### src/rtl/asiclab_collector_pkg.sv
// Shared sizes and pin map for the nibble-sum collector tile.
// Optional feature macro: COLLECTOR_CKSUM_EN.
package asiclab_collector_pkg;

  localparam int DATA_W = 5;
  localparam int DEPTH  = 8;
  localparam int PTR_W  = $clog2(DEPTH);
  localparam int CNT_W  = 4;

  localparam int DATA_LSB = 0;
  localparam int WR_BIT   = 5;
  localparam int RD_BIT   = 6;
  localparam int CLR_BIT  = 7;

  localparam int NE_BIT   = 5;
  localparam int FULL_BIT = 6;
  localparam int ERR_BIT  = 7;

  typedef logic [DATA_W-1:0] data_t;
  typedef logic [PTR_W-1:0]  ptr_t;
  typedef logic [CNT_W-1:0]  cnt_t;

endpackage

### src/rtl/tt_asiclab_sync_edge.sv
// Two-flop synchronizer for one strobe pin.
// A third flop provides rising-edge detection.
module tt_asiclab_sync_edge (
  input  logic clk,
  input  logic rst_n,
  input  logic din,
  output logic level,
  output logic rise
);

  logic s1;
  logic s2;
  logic s3;

  always_ff @(posedge clk or negedge rst_n) begin
    if (!rst_n) begin
      s1 <= 1'b0;
      s2 <= 1'b0;
      s3 <= 1'b0;
    end else begin
      s1 <= din;
      s2 <= s1;
      s3 <= s2;
    end
  end

  assign level = s2;
  assign rise  = s2 & ~s3;

endmodule

### src/rtl/tt_um_asiclab_sum_collector.sv
// Collects strobed 5-bit sums into a FIFO popped by an external reader.
// Define COLLECTOR_CKSUM_EN to drive a running nibble checksum on uio_out[7:4].
module tt_um_asiclab_sum_collector
  import asiclab_collector_pkg::*;
(
  input  logic       clk,
  input  logic       rst_n,
  input  logic       ena,
  input  logic [7:0] ui_in,
  output logic [7:0] uo_out,
  input  logic [7:0] uio_in,
  output logic [7:0] uio_out,
  output logic [7:0] uio_oe
);

  data_t d_s1;
  data_t d_s2;
  logic  c_s1;
  logic  c_s2;

  always_ff @(posedge clk or negedge rst_n) begin
    if (!rst_n) begin
      d_s1 <= '0;
      d_s2 <= '0;
      c_s1 <= 1'b0;
      c_s2 <= 1'b0;
    end else begin
      d_s1 <= ui_in[DATA_LSB +: DATA_W];
      d_s2 <= d_s1;
      c_s1 <= ui_in[CLR_BIT];
      c_s2 <= c_s1;
    end
  end

  logic push;
  logic pop;
  logic wr_lvl;
  logic rd_lvl;
  logic clr;

  tt_asiclab_sync_edge u_wr (
    .clk   (clk),
    .rst_n (rst_n),
    .din   (ui_in[WR_BIT]),
    .level (wr_lvl),
    .rise  (push)
  );

  tt_asiclab_sync_edge u_rd (
    .clk   (clk),
    .rst_n (rst_n),
    .din   (ui_in[RD_BIT]),
    .level (rd_lvl),
    .rise  (pop)
  );

  assign clr = c_s2;

  data_t mem [DEPTH];
  ptr_t  wp;
  ptr_t  rp;
  cnt_t  count;
  logic  err;
  logic  empty;
  logic  full;
  logic  do_push;
  logic  do_pop;
  logic  bad;

  assign empty = (count == '0);
  assign full  = (count == CNT_W'(DEPTH));

  // A full FIFO still accepts a push when a pop frees a slot that cycle.
  assign do_pop  = pop & ~empty;
  assign do_push = push & (~full | do_pop);
  assign bad     = (push & ~do_push) | (pop & empty);

  always_ff @(posedge clk or negedge rst_n) begin
    if (!rst_n) begin
      wp    <= '0;
      rp    <= '0;
      count <= '0;
      err   <= 1'b0;
      for (int i = 0; i < DEPTH; i++)
        mem[i] <= '0;
    end else if (clr) begin
      wp    <= '0;
      rp    <= '0;
      count <= '0;
      err   <= 1'b0;
    end else begin
      if (do_push) begin
        mem[wp] <= d_s2;
        wp      <= wp + PTR_W'(1);
      end
      if (do_pop)
        rp <= rp + PTR_W'(1);
      unique case ({do_push, do_pop})
        2'b10:   count <= count + CNT_W'(1);
        2'b01:   count <= count - CNT_W'(1);
        default: count <= count;
      endcase
      if (bad)
        err <= 1'b1;
    end
  end

  logic [3:0] cksum;

`ifdef COLLECTOR_CKSUM_EN
  always_ff @(posedge clk or negedge rst_n) begin
    if (!rst_n)
      cksum <= 4'h0;
    else if (clr)
      cksum <= 4'h0;
    else if (do_push)
      cksum <= cksum + d_s2[3:0];
  end
`else
  assign cksum = 4'h0;
`endif

  data_t head;

  assign head = empty ? '0 : mem[rp];

  always_comb begin
    uo_out                    = 8'h00;
    uo_out[DATA_LSB +: DATA_W] = head;
    uo_out[NE_BIT]            = ~empty;
    uo_out[FULL_BIT]          = full;
    uo_out[ERR_BIT]           = err;
  end

  assign uio_out = {cksum, count};
  assign uio_oe  = 8'hFF;

  logic unused_ok;
  assign unused_ok = &{1'b0, ena, uio_in, wr_lvl, rd_lvl};

endmodule
### config.mk
export PLATFORM = sky130hd
export DESIGN_NAME = tt_um_asiclab_sum_collector
export DESIGN_NICKNAME = d
export VERILOG_FILES = /design/src/rtl/asiclab_collector_pkg.sv /design/src/rtl/tt_asiclab_sync_edge.sv /design/src/rtl/tt_um_asiclab_sum_collector.sv
export SDC_FILE = /design/constraint.sdc
export NUM_CORES = 1
export LEC_CHECK = 0
export CAP_MARGIN = 10
export CORE_MARGIN = 5
export CORE_UTILIZATION = 55
export DETAILED_ROUTE_END_ITERATION = 6
export PLACE_DENSITY = 0.8
export SETUP_SLACK_MARGIN = 0.1
export SLEW_MARGIN = 15
export SYNTH_ARGS = -nofsm -noshare
export SYNTH_HDL_FRONTEND = slang
export SYNTH_HIERARCHICAL = 1
export SYNTH_SLANG_ARGS = --single-unit
### constraint.sdc
create_clock -name clk -period 2.75 [get_ports clk]
set_input_delay 0.6875 -clock clk [delete_from_list [all_inputs] [get_ports clk]]
set_output_delay 0.6875 -clock clk [all_outputs]
set_load 0.005 [all_outputs]
==> run summary, run 1 <==
FINAL LAYOUT
------------------------------------------------------------------------------------------
Fraction of final layout cells with drive strength greater than 1                    33.5%
Share of the core filled with cells in the final layout                              64.9%
Final instance count without filler cells                                              326
Antenna cell count                                                                       0
Design Area, Final                                                                3640 um2
Fill cell count                                                                        438
Post-layout net count                                                                  274
Layout Area Growth over Synthesis                                                    13.1%

YOSYS
------------------------------------------------------------------------------------------
Ys Warns                                                                                 6
Total standard cell area after synthesis                                          3220 um2
Most numerous cell types in the synthesized netlist                           69 x dfrtp_1, 41 x mux2_2, 17 x nor2_1
Top post-synthesis cells by area                                              dfrtp_1 54%, mux2_2 14%, mux4_2 7.0%, buf_4 3.3%, nand3_4 3.3%
Fraction of post-synthesis cell area in the top cell type by area                    53.6%
Post-synth cell types                                                                   38
Most common flop cell mapped by yosys                                              dfrtp_1
Cells after synthesis                                                                  224
Post-Synthesis Mean Instance Area                                                 14.4 um2
Part of the Yosys area used for sequential elements                                  53.6%
Async set-reset flop share out of synthesis                                           100%
Dominant cell type by area after synthesis                                         dfrtp_1
Number of storage elements in the synthesis netlist                                     69
Number of flops mapped to enable cells by yosys                                          0
Most frequently used cell type in the post-synthesis netlist                       dfrtp_1

PWR
------------------------------------------------------------------------------------------
Combinational Power Share                                                            14.5%
Part of the total power dissipated in the clock network                              34.5%
Reported net switching power                                                      0.541 mW
Max VDD drop                                                                    0.000445 V
PwrDens                                                                         615 nW/um2
Flop pwr share                                                                       50.9%
Sw Ratio                                                                             24.1%
Leakage power summed over all cells                                                1.69 nW
Internal cell power                                                                1.70 mW

CTS
------------------------------------------------------------------------------------------
CTS Sinks                                                                               69
TritonCTS clock tree                                                                   yes
CTS H-Tree Depth                                                                         3
Clock edge transition at the registers on the reported setup and hold paths          70 ps
Buffer depth of the longest clock path                                                   2
Clock Tree Root                                                                   clkbuf_8
Number of buffers created by CTS                                                         9
Worst-skew pair later-pin latency                                                   330 ps

FLOORPLANNING
------------------------------------------------------------------------------------------
Height of the die                                                                  86.5 um
Initial core utilization                                                             57.4%
Core region area                                                                  5610 um2
Area of the die                                                                   7480 um2
Die width                                                                          86.5 um
# IOs                                                                                   43
Std-Cell Rows                                                                           27

PLACED DESIGN
------------------------------------------------------------------------------------------
Post-DP Area                                                                      3460 um2
GPL Wtd Cong                                                                         0.728
Post-detail-place hpwl                                                             3520 um
Number of placed instances with taps included                                          311
I/O Buffers                                                                             21

STA
------------------------------------------------------------------------------------------
Maximum clock frequency                                                          0.389 GHz
Unrepaired setup endpoints after global routing                                         no
Worst-Margin Slew                                                                   850 ps
Largest clock skew in the final design                                             8.78 ps
Clock period minus final worst setup slack                                         2570 ps
Final number of setup-violating endpoints                                                0
Final-report hold violation count                                                        0
Final Max Tran Viols                                                                     0
Worst relative slew slack                                                            43.4%
Final period util                                                                    93.4%
Sum Neg Setup Slack                                                                   0 ps

DRT
------------------------------------------------------------------------------------------
DRC violation count after routing                                                        0
Drt wl/cell                                                                        16.1 um
Routed Antenna Nets                                                                      0
Routed wire length                                                                 5250 um
DR iter-0 viols                                                                         73
Via/cell ratio                                                                        5.49
First-pass iteration count of the detailed router                                        4
Total number of vias                                                                  1790

SETUP PATH
------------------------------------------------------------------------------------------
Arr. time, crit path                                                               1880 ps
Start-to-end type of the worst setup path                                          reg2out
Required time reported for the critical path endpoint                              2060 ps
Maximum fanout count along the critical path                                             6
Critical Path Source Type                                                             flop
Crit. End Element                                                              output port

GLOBAL ROUTE
------------------------------------------------------------------------------------------
Total GRT Usage                                                                      15.6%
Initial antenna violation count                                                          0
Largest net degree at the start of global routing                                       70
Global-route wire length before repair                                             8900 um
Via count of the first global-routing pass                                            1771
Remaining global-route overflow                                                          0

OUTCOME
------------------------------------------------------------------------------------------
Run status                                                                    finished clean

JOB
------------------------------------------------------------------------------------------
Max-cap violation count                                                                  0

HOLD PATH
------------------------------------------------------------------------------------------
Hold/Removal Path Class                                                            reg2reg

-- critical path: stages, from the launching register on --
cell and delay (ps):
dfrtp_1 430, or3_4 440, nor2_2 110, inv_1 110
clkdlybuf4s50_1 460
-- what timing repair did --
action,in CTS,in global routing
setup endpoints to repair,5,0
gates resized for setup,5,0
buffers inserted,1,0
hold buffers,0,0
-- power by group through the flow --
stage / combinational (mW) / clock (mW) / sequential [mW]
floorplan: 0.220 / 0 / 1.15
global placement: 0.328 / 0 / 1.15
detailed placement: 0.338 / 0 / 1.16
CTS: 0.331 / 0.794 / 1.14
global route: 0.360 / 0.843 / 1.15
finish: 0.326 / 0.773 / 1.14
-- layout make-up --
cell class | count | area, um2 | share of cell area [%]
tap | 72 | 90.1 | 2.48
sequential | 69 | 1730 | 47.4
clock buffer | 12 | 145 | 3.99
timing repair buffer | 28 | 264 | 7.25
multi-input combinational | 140 | 1370 | 37.6
inverter | 3 | 11.3 | 0.309
clock inverter | 2 | 35.0 | 0.963
-- flip-flops by register name, summed over array words and instances, names as in the netlist --
| register | cells |
|---|---|
| u_rd/s1 | 1 |
| u_wr/s3 | 1 |
| c_s2 | 1 |
| u_wr/s1 | 1 |
| count | 4 |
| mem | 40 |
| d_s1 | 5 |
| d_s2 | 5 |
| rp | 3 |
| wp | 3 |
| c_s1 | 1 |
| u_wr/level | 1 |
| u_rd/level | 1 |
| u_rd/s3 | 1 |
| err | 1 |
-- cell usage in the layout, fill, tap and decap left out, types with 2 or more instances in the layout --
master           instances
mux2_2                  41
inv_1                    3
nor2b_1                  4
nand2b_1                 3
nand4_4                  2
a21oi_1                  2
ha_1                     4
buf_4                    6
xnor2_1                  3
clkdlybuf4s50_1         15
a31oi_1                  2
mux4_2                  10
nand3_4                  6
mux2i_1                  7
conb_1                  12
clkbuf_8                10
nor2_1                  17
dfrtp_1                 69
clkbuf_1                 2
nor2b_4                  2
xor2_1                   5
nand3_1                  3
dlygate4sd2_1            5
nand2_1                  3
-- final timing paths --
check,start,endpoint,slack (ps),cells after the start
max in group asynchronous,rst_n,mem[28],1640,2
setup / recovery,count[2],uo_out[5],180,4
min in group asynchronous,rst_n,d_s1[1],530,2
hold reg to reg,d_s1[3],d_s2[3],350,0
setup reg to reg,count[2],count[3],290,8
hold / removal,d_s1[3],d_s2[3],350,0
-- stage by stage --
step	setup WS (ps)	power [mW]	hold slack [ps]
5_1_grt	104	2.35	356
6_report	182	2.24	347
3_5_place_dp	292	1.50	336
2_1_floorplan	250	1.37	331
4_1_cts	157	2.26	350
3_3_place_gp	299	1.48	332
-- layer usage --
layer	up-vias	GRT usage [%]	wire, um
met5	-	0	0
met4	0	7.22	77
met3	8	3.14	234
met2	41	22.7	2410
met1	921	22.6	2520
li1	820	-	-
-- cells by family after synthesis --
| family | after synthesis | share of synthesized area (%) |
|---|---|---|
| AND/OR/NAND/NOR | 45 | 10.7 |
| adder cells (fa/ha/maj) | 4 | 1.55 |
| XOR/XNOR | 8 | 2.18 |
| AO/OA/AOI/OAI | 13 | 3.11 |
| other | 2 | 0.233 |
| multiplexers | 58 | 23.5 |
| flip-flops | 69 | 53.6 |
| buffers and inverters | 25 | 5.05 |
Power figures use the tool's default switching activity.
==> inputs of run 2 (changes only) <==
--- a/config.mk
+++ b/config.mk
@@ -6,7 +6,8 @@
 export NUM_CORES = 1
 export LEC_CHECK = 0
 export CAP_MARGIN = 10
-export CORE_MARGIN = 5
+export CORE_ASPECT_RATIO = 1.75
+export CORE_MARGIN = 1.5
 export CORE_UTILIZATION = 55
 export DETAILED_ROUTE_END_ITERATION = 6
 export PLACE_DENSITY = 0.8
==> run summary, run 2 (same netlist as run 1, synthesis figures left out) <==
GLOBAL ROUTE
------------------------------------------------------------------------------------------
Via count of the first global-routing pass                                            1889   +6.7%
Remaining global-route overflow                                                          0   unchanged
Total GRT Usage                                                                      21.0%   +5.4 points
Initial antenna violation count                                                          0   unchanged
Largest net degree at the start of global routing                                       26   -63%
Global-route wire length before repair                                             9320 um   +4.7%

DRT
------------------------------------------------------------------------------------------
Total number of vias                                                                  1798   +0.45%
Via/cell ratio                                                                        5.29   -3.7%
DR iter-0 viols                                                                         59   -19%
First-pass iteration count of the detailed router                                        4   unchanged
Routed Antenna Nets                                                                      0   unchanged
DRC violation count after routing                                                        0   unchanged
Routed wire length                                                                 5680 um   +8.2%
Drt wl/cell                                                                        16.7 um   +3.7%

SETUP PATH
------------------------------------------------------------------------------------------
Critical path's slowest cell                                                        mux4_2
Crit. End Element                                                              output port
Worst-case register-to-register setup slack                                         320 ps   +30 ps
Reg-to-Reg End                                                                    count[3]
Arr. time, crit path                                                               1860 ps   -20 ps
R2r worst-path depth                                                                     8   unchanged
Maximum fanout count along the critical path                                             4   -2
List of cells traversed by the critical path                                  buf_12 -> buf_8 -> mux4_2 -> mux2i_1 -> nor2_1 -> buf_2
Required time reported for the critical path endpoint                              2060 ps   about the same
Critical Path Source Type                                                             flop
Crit path launch                                                                     rp[0]
Start-to-end type of the worst setup path                                          reg2out
FF-to-FF Start                                                                    count[2]
Crit-path max cell delay                                                            510 ps   +50 ps

PWR
------------------------------------------------------------------------------------------
Final total power                                                                  2.21 mW   -1.4%
PwrDens                                                                         594 nW/um2   -3.5%
Max VDD drop                                                                    0.000404 V   -9.2%
Flop pwr share                                                                       51.7%   +0.8 points
Part of the total power dissipated in the clock network                              32.9%   -1.6 points
Reported net switching power                                                      0.561 mW   +3.8%
Sw Ratio                                                                             25.4%   +1.3 points
Internal cell power                                                                1.65 mW   -3.1%
Leakage power summed over all cells                                                1.73 nW   +2.5%
Combinational Power Share                                                            15.4%   +0.9 points

FINAL LAYOUT
------------------------------------------------------------------------------------------
Multi-input logic area                                                            1370 um2   unchanged
Final instance count without filler cells                                              340   +4.3%
Registers with the most flip-flops                                            mem x40, d_s1 x5, d_s2 x5
Post-layout net count                                                                  282   +2.9%
Max FFs per register                                                                    40   unchanged
Layout Area Growth over Synthesis                                                    15.5%
Fill cell count                                                                        431   -1.6%
Top library cells by usage in the layout, fill and taps aside                 68 x dfrtp_1, 41 x mux2_2, 17 x nor2_1, 15 x clkdlybuf4s50_1, 12 x conb_1
Sequential cell area                                                              1730 um2   about the same
Reg with most FFs                                                                      mem
Fraction of final layout cells with drive strength greater than 1                    38.6%   +5.2 points
Antenna cell count                                                                       0   unchanged
Most common cell after layout, fill and taps aside                                 dfrtp_1

STA
------------------------------------------------------------------------------------------
Final period util                                                                    92.8%   -0.60 points
Final-report hold violation count                                                        0   unchanged
Worst relative slew slack                                                            45.1%   +1.8 points
Maximum clock frequency                                                          0.392 GHz   +0.65%
Largest clock skew in the final design                                             11.7 ps   +2.94 ps
Unrepaired setup endpoints after global routing                                         no
Clock period minus final worst setup slack                                         2550 ps   -16.5 ps
Worst-Margin Slew                                                                   823 ps   -26.5 ps
Final Max Tran Viols                                                                     0   unchanged
Sum Neg Setup Slack                                                                   0 ps   unchanged
Final number of setup-violating endpoints                                                0   unchanged

FLOORPLANNING
------------------------------------------------------------------------------------------
# IOs                                                                                   43   unchanged
Die width                                                                          60.8 um   -30%
Std-Cell Rows                                                                           36   +33%
Core region area                                                                  5590 um2   -0.40%
Height of the die                                                                   104 um   +20%
Initial core utilization                                                             57.6%   +0.23 points
Area of the die                                                                   6340 um2   -15%

CTS
------------------------------------------------------------------------------------------
Number of buffers created by CTS                                                         9   unchanged
CTS H-Tree Depth                                                                         3   unchanged
Number of buffers inserted for hold repair after clock tree synthesis                    0   unchanged
Clock edge transition at the registers on the reported setup and hold paths          70 ps   about the same
Buffer depth of the longest clock path                                                   2   unchanged
Clock Tree Root                                                                   clkbuf_8
CTS Sinks                                                                               69   unchanged
TritonCTS clock tree                                                                   yes
Worst-skew pair later-pin latency                                                   350 ps   +20 ps

PLACED DESIGN
------------------------------------------------------------------------------------------
GPL Wtd Cong                                                                         0.744   +2.2%
I/O Buffers                                                                             21   unchanged
Post-detail-place hpwl                                                             3900 um   +11%
Number of placed instances with taps included                                          316   +1.6%

OUTCOME
------------------------------------------------------------------------------------------
Run status                                                                    finished clean

JOB
------------------------------------------------------------------------------------------
Max-cap violation count                                                                  0   unchanged

HOLD PATH
------------------------------------------------------------------------------------------
Hold/Removal Path Class                                                           in2async

==> run 2: power groups by stage <==
| stage | combinational, mW | sequential, mW | clock, mW |
|---|---|---|---|
| detailed placement | 0.335 | 1.16 | 0 |
| global placement | 0.328 | 1.16 | 0 |
| global route | 0.375 | 1.15 | 0.796 |
| finish | 0.340 | 1.14 | 0.727 |
| CTS | 0.340 | 1.14 | 0.748 |
| floorplan | 0.220 | 1.15 | 0 |
==> run 2: layout make-up <==
class / count / area share [%]
timing repair buffer: 36 / 9.12
multi-input combinational: 140 / 36.8
clock inverter: 5 / 0.673
sequential: 69 / 46.5
clock buffer: 11 / 4.07
inverter: 3 / 0.303
tap: 76 / 2.56
==> run 2: layer usage <==
| layer | up-vias | global-route usage (%) | wire length (um) |
|---|---|---|---|
| met5 | - | 0 | 0 |
| met1 | 918 | 24.3 | 2230 |
| li1 | 843 | - | - |
| met3 | 10 | 5.35 | 164 |
| met4 | 0 | 10.7 | 155 |
| met2 | 27 | 34.4 | 3120 |
==> run 2: critical path, delay by kind of cell, from the launching register on <==
kind          cells  cell delay, ps
flops             1             420
buf+inv           3             360
mux               2             670
simple gates      1              60
==> run 2: worst max-delay path by stage <==
stage / depth (start not counted) / slack [ps] / to
2_1_floorplan: 9 / 250 / count[3]
3_3_place_gp: 5 / 310 / uo_out[4]
3_5_place_dp: 8 / 310 / count[3]
4_1_cts: 6 / 40 / uo_out[2]
5_1_grt: 6 / 110 / uo_out[0]
6_report: 6 / 200 / uo_out[0]
==> run 2: through the flow <==
step	setup slack [ps]	utilization [%]	cell area, um2	hold slack (ps)
after floorplan	250	-	3260	331
after global placement	307	62.1	3470	333
after detailed placement	306	62.1	3470	336
after CTS	42.4	66.1	3690	271
after global routing	110	66.6	3720	306
final	199	66.6	3720	280
==> run 2: what timing repair did <==
item,CTS,global route
cloned,1,0
setup endpoints to repair,5,5
gates resized for setup,16,6
pin swaps,0,3
buffers inserted,3,4
